===== config.mk =====
export PLATFORM = sky130hd
export DESIGN_NAME = mult_ctrl
export DESIGN_NICKNAME = d
export VERILOG_FILES = /design/src/rtl/mult_ctrl.sv
export SDC_FILE = /design/constraint.sdc
export NUM_CORES = 1
export LEC_CHECK = 0
export CAP_MARGIN = 0
export CORE_UTILIZATION = 45
export DETAILED_ROUTE_END_ITERATION = 7
export MAX_ROUTING_LAYER = met4
export PLACE_DENSITY = 0.86
export SYNTH_ARGS = -nofsm -noshare
export SYNTH_HDL_FRONTEND = slang
export SYNTH_SLANG_ARGS = --single-unit

===== constraint.sdc =====
create_clock -name clk -period 2.85 [get_ports clk]
set_input_delay 0.57 -clock clk [delete_from_list [all_inputs] [get_ports clk]]
set_output_delay 0.57 -clock clk [all_outputs]
set_load 0.02 [all_outputs]

===== src/rtl/mult_ctrl.sv =====
// Sequencing controller for the unsigned shift-add multiplier.
// Drives the Product stage (which updates on negedge) for WIDTH execute
// iterations, captures the 2*WIDTH-bit product and offers it on rdy/ack.
//
// Handshake: rdy is a level that rises on the edge the product is captured
// and stays high, with result frozen, until the consumer asserts ack (or a
// new start) at a posedge while in DONE; rdy falls on that same edge.
// ack outside DONE and start during LOAD/EXEC are ignored, never queued.
module mult_ctrl #(
  parameter int WIDTH = 32,
  parameter int CNT_W = 6   // 2**CNT_W must exceed WIDTH
) (
  input  logic                 clk,
  input  logic                 rst,
  input  logic                 start,
  input  logic                 ack,
  input  logic                 lsb,
  input  logic [2*WIDTH-1:0]   product_in,
  output logic                 w_ctrl_Product,
  output logic                 adding_ctrl,
  output logic                 w_ctrl_Multiplicand,
  output logic                 alu_clr,
  output logic                 busy,
  output logic                 rdy,
  output logic [2*WIDTH-1:0]   result,
  output logic [CNT_W-1:0]     iter,
  output logic [1:0]           state_dbg
);

  typedef enum logic [1:0] {
    S_IDLE = 2'd0,
    S_LOAD = 2'd1,
    S_EXEC = 2'd2,
    S_DONE = 2'd3
  } state_t;

  localparam logic [CNT_W-1:0] LAST_ITER = CNT_W'(WIDTH - 1);

  state_t state;

  // Single FSM process; control outputs are registered alongside the next
  // state so they always equal the Moore decode of the current state.
  always_ff @(posedge clk or negedge rst) begin
    if (!rst) begin
      state               <= S_IDLE;
      iter                <= '0;
      result              <= '0;
      rdy                 <= 1'b0;
      busy                <= 1'b0;
      w_ctrl_Product      <= 1'b0;
      w_ctrl_Multiplicand <= 1'b0;
      alu_clr             <= 1'b0;
    end else begin
      case (state)
        S_IDLE: begin
          if (start) begin
            state               <= S_LOAD;
            busy                <= 1'b1;
            w_ctrl_Product      <= 1'b0;
            w_ctrl_Multiplicand <= 1'b1;
            alu_clr             <= 1'b1;
          end
        end
        S_LOAD: begin
          // Product stage loads {0, multiplier} on the negedge inside LOAD.
          state               <= S_EXEC;
          iter                <= '0;
          busy                <= 1'b1;
          w_ctrl_Product      <= 1'b1;
          w_ctrl_Multiplicand <= 1'b0;
          alu_clr             <= 1'b0;
        end
        S_EXEC: begin
          if (iter == LAST_ITER) begin
            // The WIDTH-th negedge update has already happened, so
            // product_in is final on this edge.
            state  <= S_DONE;
            result <= product_in;
            rdy    <= 1'b1;
            iter   <= '0;
            busy   <= 1'b0;
          end else begin
            iter <= iter + 1'b1;
          end
        end
        S_DONE: begin
          // start wins over ack so a new operation can follow immediately.
          if (start) begin
            state               <= S_LOAD;
            rdy                 <= 1'b0;
            busy                <= 1'b1;
            w_ctrl_Product      <= 1'b0;
            w_ctrl_Multiplicand <= 1'b1;
            alu_clr             <= 1'b1;
          end else if (ack) begin
            state          <= S_IDLE;
            rdy            <= 1'b0;
            w_ctrl_Product <= 1'b0;
          end
        end
        default: begin
          state <= S_IDLE;
        end
      endcase
    end
  end

  // Add-select follows the multiplier bit only while executing.
  always_comb begin
    adding_ctrl = (state == S_EXEC) && lsb;
  end

  // Expose the state encoding for checkers.
  always_comb begin
    state_dbg = state;
  end

endmodule


==> results of run 1 <==
-- sequential cells by signal, summed over array words and instances (netlist names) --
register,count
result,64
iter,6
state_dbg,2
alu_clr,1
busy,1
rdy,1
w_ctrl_Product,1
-- worst max path at each step --
stage | startpoint | endpoint
2_1_floorplan | state_dbg[0] | result[0]
3_3_place_gp | state_dbg[0] | result[32]
3_5_place_dp | state_dbg[0] | result[31]
4_1_cts | state_dbg[0] | adding_ctrl
5_1_grt | state_dbg[0] | adding_ctrl
6_report | state_dbg[0] | adding_ctrl
-- power by group through the flow --
stage               sequential, mW  combinational, mW  clock, mW
global route                  1.24              0.844      0.960
floorplan                     1.34              0.319          0
finish                        1.23              0.774      0.895
detailed placement            1.25              0.776          0
CTS                           1.23              0.781      0.916
global placement              1.24              0.761          0
-- routing by layer --
layer / vias up / GRT usage, % / wire length, um
met3: 16 / 4.19 / 398
met2: 84 / 32.7 / 3470
met4: 0 / 9.70 / 178
met5: - / - / 0
met1: 1076 / 24.1 / 3000
li1: 1010 / - / -
-- layout by cell type, fill, tap and decap left out, drive strengths merged --
| cell | n |
|---|---|
| clkdlybuf4s50 | 145 |
| dfrtp | 76 |
| mux2 | 65 |
| clkbuf | 12 |
| inv | 7 |
| ha | 7 |
| o21ai | 5 |
| a21oi | 4 |
| nor2 | 4 |
| nand2 | 3 |
| nand3 | 3 |
| nand2b | 2 |
| o22ai | 2 |
| a32oi | 2 |
| bufinv | 2 |
| or3 | 2 |
| and2 | 1 |
| nor3b | 1 |
| nand4 | 1 |
| xor2 | 1 |
| o21a | 1 |
| mux2i | 1 |
| a211oi | 1 |
| nor2b | 1 |
| o21bai | 1 |
| o211ai | 1 |
| o22a | 1 |
| xnor2 | 1 |
| a31o | 1 |
| clkinvlp | 1 |
| clkinv | 1 |
| buf | 1 |
-- cell families (layout without fill, tap and decap cells) --
family	Yosys count	in the layout	share of synthesized area, %
mux	66	66	27.5
simple gates	18	18	3.19
xor+xnor	2	2	0.544
compound gates	19	19	3.81
fa+ha+maj	7	7	2.72
buf+inv	16	169	3.22
flops	76	76	59.1
-- metrics by stage --
stage	cell area (sq um)	power (mW)	utilization, %
floorplan	3220	1.66	-
global placement	4720	2.00	68.7
detailed placement	4720	2.02	68.7
CTS	4940	2.92	71.9
global route	4940	3.04	71.9
finish	4940	2.90	71.9
-- worst max-delay path, stage by stage (launching register included) --
cell             delay, ps
dfrtp_1                410
inv_1                  180
ha_1                   290
and2_1                 160
clkdlybuf4s50_1        600
-- cell type report --
class,instances,share of cell area [%]
clock inverter,4,1.47
tap,96,2.43
clock buffer,12,2.94
inverter,7,0.532
timing repair buffer,146,29.5
sequential,76,38.5
multi-input combinational,112,24.6
==> run_results.csv, run 1 <==
group,metric,value,unit
status,outcome,"finished clean",
floorplan,ioPinCount,147,
global_routing,gr-usage-all-layers,20.2,%
timing,worst_slack,295,ps
cts,cts_root_buf,"clkbuf_8",
cts,clk_path_buf_depth,2,
yosys,synth_ff_type,"dfrtp_1",
detailed_routing,drt_wl_total,7050,um
cts,h-tree-depth,3,
placed_design,pre_cts_ws,500,ps
setup_path,path_class,"flop to primary output",
floorplan,core_region_area,6870,sq um
detailed_routing,viasPerCell,4.83,
setup_path,crit_path_end_kind,"primary output",
pwr,p_int,2.08,mW
detailed_routing,via_count,2186,
yosys,synth_top_area_share,59.1,%
timing,setup_viol,0,
cts,clk_latency,340,ps
timing,period_share,89.6,%
pwr,p_sw,816,uW
run,maxCapViolCount,0,
yosys,synth_area_leaders,"dfrtp_1 (59%), mux2_4 (18%), mux2_2 (9.4%)",
setup_path,critPathMaxFanout,6,
placed_design,place_congestion,0.793,
setup_path,start_kind,"flop",
timing,fmax,0.391,GHz
floorplan,die_area,7500,sq um
floorplan,die_h,86.6,um
yosys,synth_edf_count,0,
pwr,clockPowerShare,30.9,%
pwr,power.leakage,2.20,nW
yosys,synthesis.area,3220,sq um
layout,nFillCells,476,
timing,setup_tns,0,ps
yosys,yosysWarnings,0,
global_routing,grt_pass1_wl,11100,um
layout,multi_input_area,1210,sq um
cts,postCtsSetupBuffers,0,
yosys,synth_seq_cells,76,
setup_path,rr_endpoint,"result[53]",
cts,clock-sinks,76,
yosys,synthArstFlopShare,100,%
setup_path,r2r_start,"state_dbg[0]",
timing,clock_skew,13.1,ps
min_path,hold_path_class,"input pin to async pin",
setup_path,critical_path_required,2280,ps
placed_design,post-place-cells,437,
cts,clk_pin_slew,80,ps
timing,hold_viol_final,0,
yosys,synth_top_cells_by_count,"dfrtp_1 (76), mux2_4 (38), mux2_2 (27), ha_1 (7), inv_1 (7)",
floorplan,fp-row-count,30,
global_routing,overflow,0,
pwr,p_per_area,586,nW/um^2
cts,cts_hold_buf,0,
timing,whs,366,ps
setup_path,reg2reg_slack,470,ps
yosys,seq_area_frac_synth,59.1,%
layout,nets,428,
timing,post-route-min-period,2550,ps
layout,layout.area.seq,1900,sq um
placed_design,dp_hpwl,5040,um
floorplan,initial_core_util,46.9,%
pwr,p_comb_share,26.7,%
detailed_routing,drt_iter0_drc,59,
pwr,ir_drop,0.613,mV
yosys,syn_inst,204,
cts,numCtsBuffers,9,
cts,cts_tree,"built",
yosys,syn_area_per_cell,15.8,sq um
global_routing,grt_pass1_vias,2251,
layout,layout-drive-gt1-share,23.2,%
yosys,synth_fp_nets,280,
detailed_routing,dr.pass1.iters,4,
setup_path,cp.arrival,1980,ps
cts,cts_resized,0,
setup_path,ff2ff_path_depth,5,
detailed_routing,ant_nets,0,
timing,tightest_slew,1080,ps
global_routing,antenna_found_initial,0,
floorplan,floorplan.die.width,86.6,um
timing,slew_viol_final,0,
detailed_routing,drc,0,
timing,relSlewSlack,27.9,%
layout,final_cells,453,
timing,rsz0062_at_grt,"no",
layout,antennaDiodeCount,0,
yosys,synth.distinct_cells,33,
global_routing,grt_max_degree,77,
detailed_routing,wl_per_cell,15.6,um
yosys,synth_top_cell_by_area,"dfrtp_1",
pwr,swShare,28.2,%
layout,synthToLayoutAreaGrowth,53.4,%
placed_design,portBuffers,146,
yosys,synth_most_common_cell,"dfrtp_1",
pwr,p_seq_share,42.4,%
Note: power is estimated with default switching activity, not from simulation.
==> run 2, diff against run 1 <==
Settings changed: ABC_CLOCK_PERIOD_IN_PS set to 2850.
==> results of run 2 <==
The final DEF is identical to that of run 1; final timing and power are the same.
==> run 3, diff against run 2 <==
Settings changed: ABC_CLOCK_PERIOD_IN_PS 2850 to 2200, CORE_UTILIZATION 45 to 37, PLACE_DENSITY 0.86 to 0.76.
Clock period 2.85 ns to 2.2 ns, I/O delays scaled along.
==> run_results.csv, run 3 (synthesis gave the netlist of run 1 again) <==
group,metric,value,unit
timing,hold_viol_final,0,
layout,antennaDiodeCount,0,
timing,post-route-min-period,2040,ps
detailed_routing,dr.pass1.iters,3,
layout,layout_common_cells,"clkdlybuf4s50_1 (144), dfrtp_1 (76), mux2_4 (38)",
timing,rsz0062_at_grt,"no",
setup_path,crit_path_end_kind,"primary output",
detailed_routing,drc,0,
timing,setup_viol,0,
detailed_routing,via_count,2224,
floorplan,die_area,9080,sq um
pwr,p_int,2.92,mW
cts,cts_root_buf,"clkbuf_8",
cts,clk_pin_slew,80,ps
floorplan,ioPinCount,147,
cts,cts_tree,"built",
cts,h-tree-depth,3,
detailed_routing,wl_per_cell,15.3,um
floorplan,die_h,95.3,um
floorplan,core_region_area,8300,sq um
layout,layout_commonest_cell,"clkdlybuf4s50_1",
pwr,p_per_area,792,nW/um^2
layout,layout-drive-gt1-share,24.7,%
global_routing,gr-usage-all-layers,16.4,%
setup_path,start_kind,"flop",
layout,nets,432,
detailed_routing,ant_nets,0,
min_path,hold_path_class,"input pin to async pin",
setup_path,worstPathCellList,"inv_1 -> ha_1 -> and2_1 -> dlygate4sd2_1",
timing,period_share,92.5,%
global_routing,antenna_found_initial,0,
detailed_routing,drt_iter0_drc,33,
global_routing,overflow,0,
cts,clock-sinks,76,
floorplan,floorplan.die.width,95.3,um
layout,nFillCells,678,
pwr,p_seq_share,39.8,%
pwr,p_sw,1.08,mW
placed_design,place_congestion,0.722,
timing,setup_tns,0,ps
floorplan,fp-row-count,33,
timing,tightest_slew,461,ps
status,outcome,"finished clean",
pwr,power.leakage,2.26,nW
global_routing,grt_pass1_wl,10800,um
pwr,ir_drop,0.623,mV
placed_design,dp_hpwl,5070,um
setup_path,critPathMaxFanout,6,
detailed_routing,drt_wl_total,7130,um
layout,layout.area.seq,1900,sq um
placed_design,portBuffers,146,
detailed_routing,viasPerCell,4.77,
run,maxCapViolCount,0,
global_routing,grt_pass1_vias,2085,
floorplan,initial_core_util,38.8,%
setup_path,path_class,"flop to primary output",
cts,postCtsSetupBuffers,0,
setup_path,cp.arrival,1600,ps
pwr,swShare,27.0,%
cts,numCtsBuffers,9,
cts,clk_path_buf_depth,2,
setup_path,crit_slowest_cell,"dfrtp_1",
timing,slew_viol_final,0,
layout,multi_input_area,1210,sq um
cts,clk_latency,340,ps
pwr,p_comb_share,25.7,%
setup_path,critPathMaxStageDelay,430,ps
pwr,clockPowerShare,34.5,%
layout,largest_reg_flops,64,
timing,clock_skew,7.54,ps
timing,fmax,0.491,GHz
layout,final_core_util,60.9,%
layout,regMostFlops,"result",
setup_path,critical_path_required,1760,ps
global_routing,grt_max_degree,67,
layout,synthToLayoutAreaGrowth,57.0,%
timing,relSlewSlack,69.3,%
setup_path,ff2ff_path_depth,6,
run 3: cell count changes in the layout (fill, tap and decap cells not counted), sizes merged:
cell           previous run  this run
clkdlybuf4s50           145       144
clkbuf                   12        13
bufinv                    2         3
dlygate4sd2               0         1
clkinvlp                  1         0
buf                       1         5
clkinv                    1         0
run 3: repair_timing:
| action | 4_1_cts | 5_1_grt |
|---|---|---|
| hold buffers | 0 | 0 |
| gates resized for setup | 1 | 0 |
| endpoints found under the setup margin | 1 | 0 |
run 3: per-layer routing:
metal	track usage [%]	wire length, um	part of all wire (%)	vias to the layer above
li1	-	-	-	1019
met1	21.5	3140	44	1102
met2	23.9	3270	46	94
met3	5.02	623	8.7	9
met4	6.06	91	1.3	0
met5	-	0	0	-
run 3: cell type report:
| cell class | instances | share of cell area [%] |
|---|---|---|
| Clock buffer | 13 | 3.54 |
| Multi-Input combinational cell | 112 | 24.0 |
| Sequential cell | 76 | 37.6 |
| Timing Repair Buffer | 150 | 29.9 |
| Inverter | 7 | 0.520 |
| Tap cell | 105 | 2.60 |
| Clock inverter | 3 | 1.78 |
run 3: final timing paths:
kind | start | end | slack [ps]
min reg2reg | busy | busy | 500
max | state_dbg[0] | adding_ctrl | 160
min in group clk | busy | busy | 500
max reg2reg | state_dbg[0] | result[8] | 180
min | rst | result[9] | 50
max in group asynchronous | rst | result[46] | 1570
run 3: power by group through the flow:
stage          sequential (mW)  combinational (mW)  clock, mW
6_report                  1.59                1.03       1.38
5_1_grt                   1.61                1.12       1.47
4_1_cts                   1.60                1.04       1.41
3_5_place_dp              1.62                1.04          0
3_3_place_gp              1.61                1.02          0
2_1_floorplan             1.74               0.414          0
run 3: stage by stage:
step / cell area, sq um / hold slack (ps) / power, mW / cells / setup WS, ps
final: 5060 / 46.1 / 4.00 / 466 / 165
after global routing: 5060 / 56.9 / 4.21 / 466 / 47.0
after CTS: 5060 / 48.1 / 4.05 / 466 / 122
after detailed placement: 4790 / 426 / 2.66 / 450 / 151
after global placement: 4790 / 422 / 2.63 / 450 / 159
after floorplan: 3220 / 144 / 2.15 / 204 / 160
run 3: critical path, delay by kind of cell, from the launching register on:
family / cells / cell delay [ps]
and+or+nand+nor: 1 / 150
buffers and inverters: 2 / 430
adders and majority gates: 1 / 250
DFF: 1 / 430
